<file path="src/rtl/mau_pkg.sv">
// Shared definitions for the MEM-stage memory access unit with posted store buffer.
// Holds func3 codes, the buffer FSM state type, the buffer entry layout and
// the lane alignment / extraction helpers used by the datapath.
package mau_pkg;

  localparam logic [2:0] F3_B  = 3'b000;
  localparam logic [2:0] F3_H  = 3'b001;
  localparam logic [2:0] F3_W  = 3'b010;
  localparam logic [2:0] F3_BU = 3'b100;
  localparam logic [2:0] F3_HU = 3'b101;

  // Width of the address field kept in each buffer entry.
  localparam int SB_ADDR_W = 32;

  typedef enum logic {
    IDLE  = 1'b0,
    DRAIN = 1'b1
  } mau_state_t;

  typedef struct packed {
    logic [SB_ADDR_W-1:0] addr;
    logic [31:0]          data;
    logic [3:0]           be;
  } sb_entry_t;

  // Byte enables for a store of the given width at the given byte lane.
  function automatic logic [3:0] store_be(input logic [2:0] f3, input logic [1:0] lane);
    logic [3:0] be;
    case (f3)
      F3_B:    be = 4'b0001 << lane;
      F3_H:    be = lane[1] ? 4'b1100 : 4'b0011;
      default: be = 4'b1111;
    endcase
    return be;
  endfunction

  // Store data replicated across lanes so the enabled lanes carry the value.
  function automatic logic [31:0] store_data(input logic [2:0] f3, input logic [31:0] d);
    logic [31:0] w;
    case (f3)
      F3_B:    w = {4{d[7:0]}};
      F3_H:    w = {2{d[15:0]}};
      default: w = d;
    endcase
    return w;
  endfunction

  // Pick the addressed byte/half out of a cache word and extend it.
  function automatic logic [31:0] load_extract(input logic [2:0] f3, input logic [1:0] lane,
                                               input logic [31:0] rdata);
    logic [31:0] shifted;
    logic [7:0]  b;
    logic [15:0] h;
    logic [31:0] r;
    shifted = rdata >> {lane, 3'b000};
    b       = shifted[7:0];
    h       = lane[1] ? rdata[31:16] : rdata[15:0];
    case (f3)
      F3_B:    r = {{24{b[7]}}, b};
      F3_BU:   r = {24'd0, b};
      F3_H:    r = {{16{h[15]}}, h};
      F3_HU:   r = {16'd0, h};
      default: r = rdata;
    endcase
    return r;
  endfunction

endpackage

</file>
<file path="src/rtl/mem_access_unit_sb_fifo.sv">
// sb_fifo: circular store buffer with a combinational word-address match
// across all currently valid entries.
module sb_fifo
  import mau_pkg::*;
#(
  parameter int DEPTH = 4
) (
  input  logic                 clock,
  input  logic                 reset,
  input  logic                 push,
  input  sb_entry_t            push_entry,
  input  logic                 pop,
  output sb_entry_t            head,
  output logic                 full,
  output logic                 empty,
  input  logic [SB_ADDR_W-1:0] match_addr,
  output logic                 match
);

  localparam int PTR_W = $clog2(DEPTH);
  localparam int CNT_W = PTR_W + 1;

  sb_entry_t        entries [DEPTH];
  logic [DEPTH-1:0] valid;
  logic [PTR_W-1:0] head_ptr;
  logic [PTR_W-1:0] tail_ptr;
  logic [CNT_W-1:0] count;

  // Pointers, occupancy and valid flags; reset discards every buffered store.
  always_ff @(posedge clock or negedge reset) begin
    if (!reset) begin
      head_ptr <= '0;
      tail_ptr <= '0;
      count    <= '0;
      valid    <= '0;
    end else begin
      if (push) begin
        tail_ptr        <= tail_ptr + PTR_W'(1);
        valid[tail_ptr] <= 1'b1;
      end
      if (pop) begin
        head_ptr        <= head_ptr + PTR_W'(1);
        valid[head_ptr] <= 1'b0;
      end
      case ({push, pop})
        2'b10:   count <= count + CNT_W'(1);
        2'b01:   count <= count - CNT_W'(1);
        default: count <= count;
      endcase
    end
  end

  // Entry storage needs no reset because the valid flags gate every use.
  always_ff @(posedge clock) begin
    if (push) entries[tail_ptr] <= push_entry;
  end

  assign head  = entries[head_ptr];
  assign full  = (count == CNT_W'(DEPTH));
  assign empty = (count == '0);

  // Any valid entry targeting the same word forces a load to wait for draining.
  always_comb begin
    match = 1'b0;
    for (int i = 0; i < DEPTH; i++) begin
      if (valid[i] && (entries[i].addr == match_addr)) match = 1'b1;
    end
  end

endmodule

</file>
<file path="src/rtl/mem_access_unit_sb.sv">
// mem_access_unit_sb: MEM-stage load/store unit with a posted store buffer
// drained to the data cache in the background, and a cache-select register
// that only changes once all posted stores have reached the cache.
// Optional misaligned-access trap: define MAU_MISALIGN_CHECK_EN.
module mem_access_unit_sb
  import mau_pkg::*;
#(
  parameter int ADDR_W   = 32,
  parameter int SB_DEPTH = 4,
  parameter int SEL_W    = 3
) (
  input  logic              clock,
  input  logic              reset,
  input  logic              mem_read,
  input  logic              mem_write,
  input  logic              wb_sel,
  input  logic [ADDR_W-1:0] alu_result,
  input  logic [31:0]       rs2_data,
  input  logic [2:0]        func3,
  input  logic [SEL_W-1:0]  cache_sel_value,
  input  logic              cache_sel_write,
  output logic              busywait,
  output logic [31:0]       wb_data,
  output logic              misalign,
  output logic [SEL_W-1:0]  cache_sel,
  output logic              c_read,
  output logic              c_write,
  output logic [ADDR_W-1:0] c_addr,
  output logic [31:0]       c_wdata,
  output logic [3:0]        c_byte_en,
  input  logic [31:0]       c_rdata,
  input  logic              c_busywait
);

  mau_state_t        state;
  mau_state_t        next_state;
  logic [ADDR_W-1:0] word_addr;
  logic [1:0]        lane;
  logic              misaligned;
  logic              load_req;
  logic              store_req;
  logic              load_go;
  logic              sel_ready;
  logic              sel_block;
  logic              push;
  logic              pop;
  sb_entry_t         push_entry;
  sb_entry_t         head;
  logic              fifo_full;
  logic              fifo_empty;
  logic              addr_match;

  assign word_addr = {alu_result[ADDR_W-1:2], 2'b00};
  assign lane      = alu_result[1:0];

`ifdef MAU_MISALIGN_CHECK_EN
  // Flag half/word accesses whose low address bits do not fit the access size.
  always_comb begin
    misaligned = 1'b0;
    if (mem_read || mem_write) begin
      case (func3)
        F3_H, F3_HU: misaligned = lane[0];
        F3_W:        misaligned = (lane != 2'b00);
        default:     misaligned = 1'b0;
      endcase
    end
  end
  assign misalign = misaligned;
`else
  assign misaligned = 1'b0;
  assign misalign   = 1'b0;
`endif

  assign load_req  = mem_read && !misaligned;
  assign store_req = mem_write && !misaligned;
  assign load_go   = load_req && !addr_match;
  assign sel_ready = fifo_empty && (state == IDLE);
  assign sel_block = cache_sel_write && !sel_ready;

  assign push_entry = '{addr: SB_ADDR_W'(word_addr),
                        data: store_data(func3, rs2_data),
                        be:   store_be(func3, lane)};

  sb_fifo #(
    .DEPTH(SB_DEPTH)
  ) u_fifo (
    .clock      (clock),
    .reset      (reset),
    .push       (push),
    .push_entry (push_entry),
    .pop        (pop),
    .head       (head),
    .full       (fifo_full),
    .empty      (fifo_empty),
    .match_addr (SB_ADDR_W'(word_addr)),
    .match      (addr_match)
  );

  // Drain FSM state register.
  always_ff @(posedge clock or negedge reset) begin
    if (!reset) state <= IDLE;
    else        state <= next_state;
  end

  // Next state, cache requests, buffer push/pop and the pipeline stall.
  always_comb begin
    next_state = state;
    c_read     = 1'b0;
    c_write    = 1'b0;
    c_addr     = '0;
    c_wdata    = '0;
    c_byte_en  = '0;
    pop        = 1'b0;
    busywait   = 1'b0;
    push       = store_req && !fifo_full && !sel_block;

    case (state)
      IDLE: begin
        if (load_go) begin
          c_read = 1'b1;
          c_addr = word_addr;
        end else if (!fifo_empty) begin
          next_state = DRAIN;
        end
      end
      DRAIN: begin
        c_write   = 1'b1;
        c_addr    = ADDR_W'(head.addr);
        c_wdata   = head.data;
        c_byte_en = head.be;
        if (!c_busywait) begin
          pop        = 1'b1;
          next_state = IDLE;
        end
      end
      default: next_state = IDLE;
    endcase

    if (load_req) begin
      if (addr_match) busywait = 1'b1;
      else            busywait = !((state == IDLE) && !c_busywait);
    end
    if (store_req && fifo_full) busywait = 1'b1;
    if (sel_block)              busywait = 1'b1;
  end

  // Cache-select register changes only with the buffer empty and idle.
  always_ff @(posedge clock or negedge reset) begin
    if (!reset)                            cache_sel <= '0;
    else if (cache_sel_write && sel_ready) cache_sel <= cache_sel_value;
  end

  // Write-back mux between extracted load data and the ALU result.
  always_comb begin
    wb_data = wb_sel ? load_extract(func3, lane, c_rdata) : 32'(alu_result);
  end

endmodule

</file>
<file path="config.mk">
export PLATFORM = sky130hd
export DESIGN_NAME = mem_access_unit_sb
export DESIGN_NICKNAME = d
export VERILOG_FILES = /design/src/rtl/mau_pkg.sv /design/src/rtl/mem_access_unit_sb_fifo.sv /design/src/rtl/mem_access_unit_sb.sv
export SDC_FILE = /design/constraint.sdc
export NUM_CORES = 1
export LEC_CHECK = 0
export CAP_MARGIN = 20
export CORE_MARGIN = 3
export CORE_UTILIZATION = 47
export DETAILED_ROUTE_END_ITERATION = 10
export PLACE_DENSITY = 0.7
export SLEW_MARGIN = 20
export SYNTH_ARGS = -nofsm -noshare
export SYNTH_HDL_FRONTEND = slang
export SYNTH_HIERARCHICAL = 1
export SYNTH_SLANG_ARGS = --single-unit
</file>
<file path="constraint.sdc">
create_clock -name clock -period 6.1 [get_ports clock]
set_input_delay 1.22 -clock clock [delete_from_list [all_inputs] [get_ports clock]]
set_output_delay 1.22 -clock clock [all_outputs]
set_load 0.02 [all_outputs]
</file>
==> impl_metrics.csv <==
group,metric,value,unit
synthesis,yosysMostFrequentCell,"edfxtp_1",
clock_tree,clk_latency,540,ps
route,num_vias,8943,
cells_and_area,fin_area,17400,µm²
synthesis,synth-seq-area-share,61.5,%
cells_and_area,nets,1247,
clock_tree,post_cts_buffers,0,
global_route,antenna_found_initial,3,
worst_setup_path,cpMostUsedCell,"clkdlybuf4s50_1",
synthesis,synth_area_leader_cell,"edfxtp_1",
synthesis,synth_area,13900,µm²
timing,min_period,5890,ps
die,rows,62,
synthesis,yosys-top-cells-area,"edfxtp_1 59%, mux4_2 11%, xor2_1 7.8%",
timing,holdWs,491,ps
outcome,status,"finished, final reports clean",
route,drcViolationCount,0,
route,post_drt_via_cell_ratio,5.83,
timing,post-route-period-util,96.6,%
global_route,grt_overflow,0,
placement,placed_cell_area,16500,µm²
worst_setup_path,cp_max_fo,11,
global_route,grt_pass1_vias,8680,
route,ant_nets,0,
timing,tightest_slew,967,ps
synthesis,synth_common_cells,"272 x edfxtp_1, 124 x xor2_1, 68 x mux4_2",
route,wl,38100,µm
timing,setup_tns,0,ps
die,fp.dieArea,31700,µm²
synthesis,ys_warn_count,6,
cells_and_area,fin_util,60.3,%
clock_tree,clock_path_buffers,3,
worst_setup_path,path_class,"in -> out",
global_route,grt_pass1_wl,55400,µm
clock_tree,h-tree-depth,1,
power_and_ir_drop,total_power,7.09,mW
timing,setup_viol,0,
worst_setup_path,slowest_delay,800,ps
die,ios,216,
global_route,grt_start_max_net_pins,52,
worst_setup_path,crit_path_top_delay_cell,"clkdlybuf4s50_1",
worst_setup_path,reg2reg_depth,5,
cells_and_area,drive_above_1_share,15.3,%
synthesis,syn_avg_cell_area,15.6,µm²
min_path,hold_depth,1,
placement,portBuffers,214,
power_and_ir_drop,power_density,406,nW/µm²
die,start_util,48.0,%
die,die_x,178,µm
cells_and_area,syn2layout_area_growth,25.6,%
placement,place_inst,1481,
clock_tree,cts_tree,"built",
synthesis,async_flop_share,5.23,%
min_path,holdCritPathClass,"reg -> reg",
synthesis,syn_inst,892,
route,dr.pass1.iters,5,
power_and_ir_drop,max-vdd-ir-drop,0.249,mV
worst_setup_path,end_kind,"output pin",
timing,worst_slack,209,ps
timing,drv_slew,0,
placement,dpl.hpwl,26400,µm
timing,timing.fmax,170,MHz
timing,hold_viol_final,0,
worst_setup_path,cp-start-kind,"primary input",
synthesis,synth_edf_count,272,
die,die_h,178,µm
job,cap_violations,0,
route,drtIter0Drc,938,
worst_setup_path,cp.required,4880,ps
worst_setup_path,worstPathCellList,"clkdlybuf4s50_1, xor2_1, nor4_1, nand3_1, nor3_1, or4_1, nor3b_2, buf_4, a22o_1, clkdlybuf4s50_1",
clock_tree,cts_resized,0,
route,route.detailed.wl_per_inst,24.8,µm
global_route,track_usage,23.6,%
synthesis,yosys.cell_types.count,52,
clock_tree,numClockSinks,287,
power_and_ir_drop,power.leakage,5.98,nW
clock_tree,cts-buffers-inserted,29,
worst_setup_path,critPathArrivalTime,4670,ps
timing,rsz0062_at_grt,"no",
synthesis,ys_ff_latch,287,
timing,slew_headroom,35.2,%
clock_tree,cts_root_buf,"clkbuf_16",
cells_and_area,antennaDiodeCount,0,
synthesis,yosysTopAreaCellShare,58.8,%
placement,pre_cts_ws,269,ps
clock_tree,clk_pin_slew,60,ps
die,coreArea,28900,µm²
synthesis,synth_ff_type,"edfxtp_1",
placement,finalWeightedCongestion,0.937,
cells_and_area,layout.cells.non_filler,1533,
timing,fin_skew,10.8,ps
clock_tree,postCtsHoldBufs,0,
power by group:
part | switching (mW) | total [mW] | internal, mW
clock | 0.716 | 1.68 | 0.963
sequential | 0.270 | 2.72 | 2.46
combinational | 1.33 | 2.68 | 1.35
routing by layer:
metal  vias up  global-route usage (%)  routed length, µm
met5         -                       0                 47
met4         6                    7.10               1150
met3        69                    5.24               3390
met2       424                    36.7              17700
met1      4502                    33.5              15800
li1       3942                       -                  -
layout by cell type (no fill, tap or decap), types with 8 or more instances in the layout:
master,synthesis,routed
edfxtp_1,272,272
clkdlybuf4s50_1,0,213
xor2_1,124,124
mux4_2,68,68
and2_1,42,38
a22o_1,34,34
nor2_1,32,31
nor4_1,31,31
nand2_1,29,29
clkbuf_16,0,29
mux2_2,23,23
buf_4,1,23
a31oi_1,18,18
conb_1,1,17
inv_1,15,15
a21oi_1,15,15
mux2i_1,14,14
nor2b_1,12,12
nand3_1,12,12
dfrtp_1,15,12
nor3_1,9,9
ha_1,9,9
xnor2_1,8,8
cells by family (layout without fill, tap and decap cells):
logic type | Yosys count | in the layout | synth area share, %
multiplexers | 106 | 106 | 14.0
flip-flops | 287 | 287 | 61.5
other | 1 | 17 | 0.0270
AO/OA/AOI/OAI | 106 | 106 | 5.85
AND/OR/NAND/NOR | 186 | 186 | 7.23
buffers and inverters | 64 | 305 | 2.13
adder cells (fa/ha/maj) | 10 | 10 | 0.955
XOR/XNOR | 132 | 132 | 8.32
cell type report:
cell class / count / area [µm²]
tap: 384 / 480
inverter: 15 / 56.3
timing repair buffer: 238 / 2330
clock buffer: 40 / 807
multi-input combinational: 557 / 5130
fill: 2205 / 11500
sequential: 287 / 8550
clock inverter: 12 / 91.3
flip-flops by register name, summed over array words and instances, names as in the netlist:
register	count
u_fifo/tail_ptr	2
u_fifo/count	3
cache_sel	3
state	1
u_fifo/head_ptr	2
u_fifo/entries	272
u_fifo/valid	4
critical path: cells and delay by family:
kind            cells  cell delay (ps)
compound gates      1              230
xor+xnor            1              360
buf+inv             3             1710
simple gates        5             1150
path summary, 6_finish.rpt:
path,slack (ps),start,endpoint
worst min register to register,490,u_fifo/count[2]$_DFFE_PN0P_,u_fifo/count[2]$_DFFE_PN0P_
max in group asynchronous,4490,reset,u_fifo/head_ptr[0]$_DFFE_PN0P_
worst max-delay path,210,alu_result[20],c_addr[2]
worst max register to register,3060,state$_DFF_PN0_,u_fifo/entries[1][12]$_DFFE_PP_
min in group asynchronous,1090,reset,u_fifo/count[2]$_DFFE_PN0P_
worst min-delay path,490,u_fifo/count[2]$_DFFE_PN0P_,u_fifo/count[2]$_DFFE_PN0P_
Note: power is estimated with default switching activity, not from simulation.
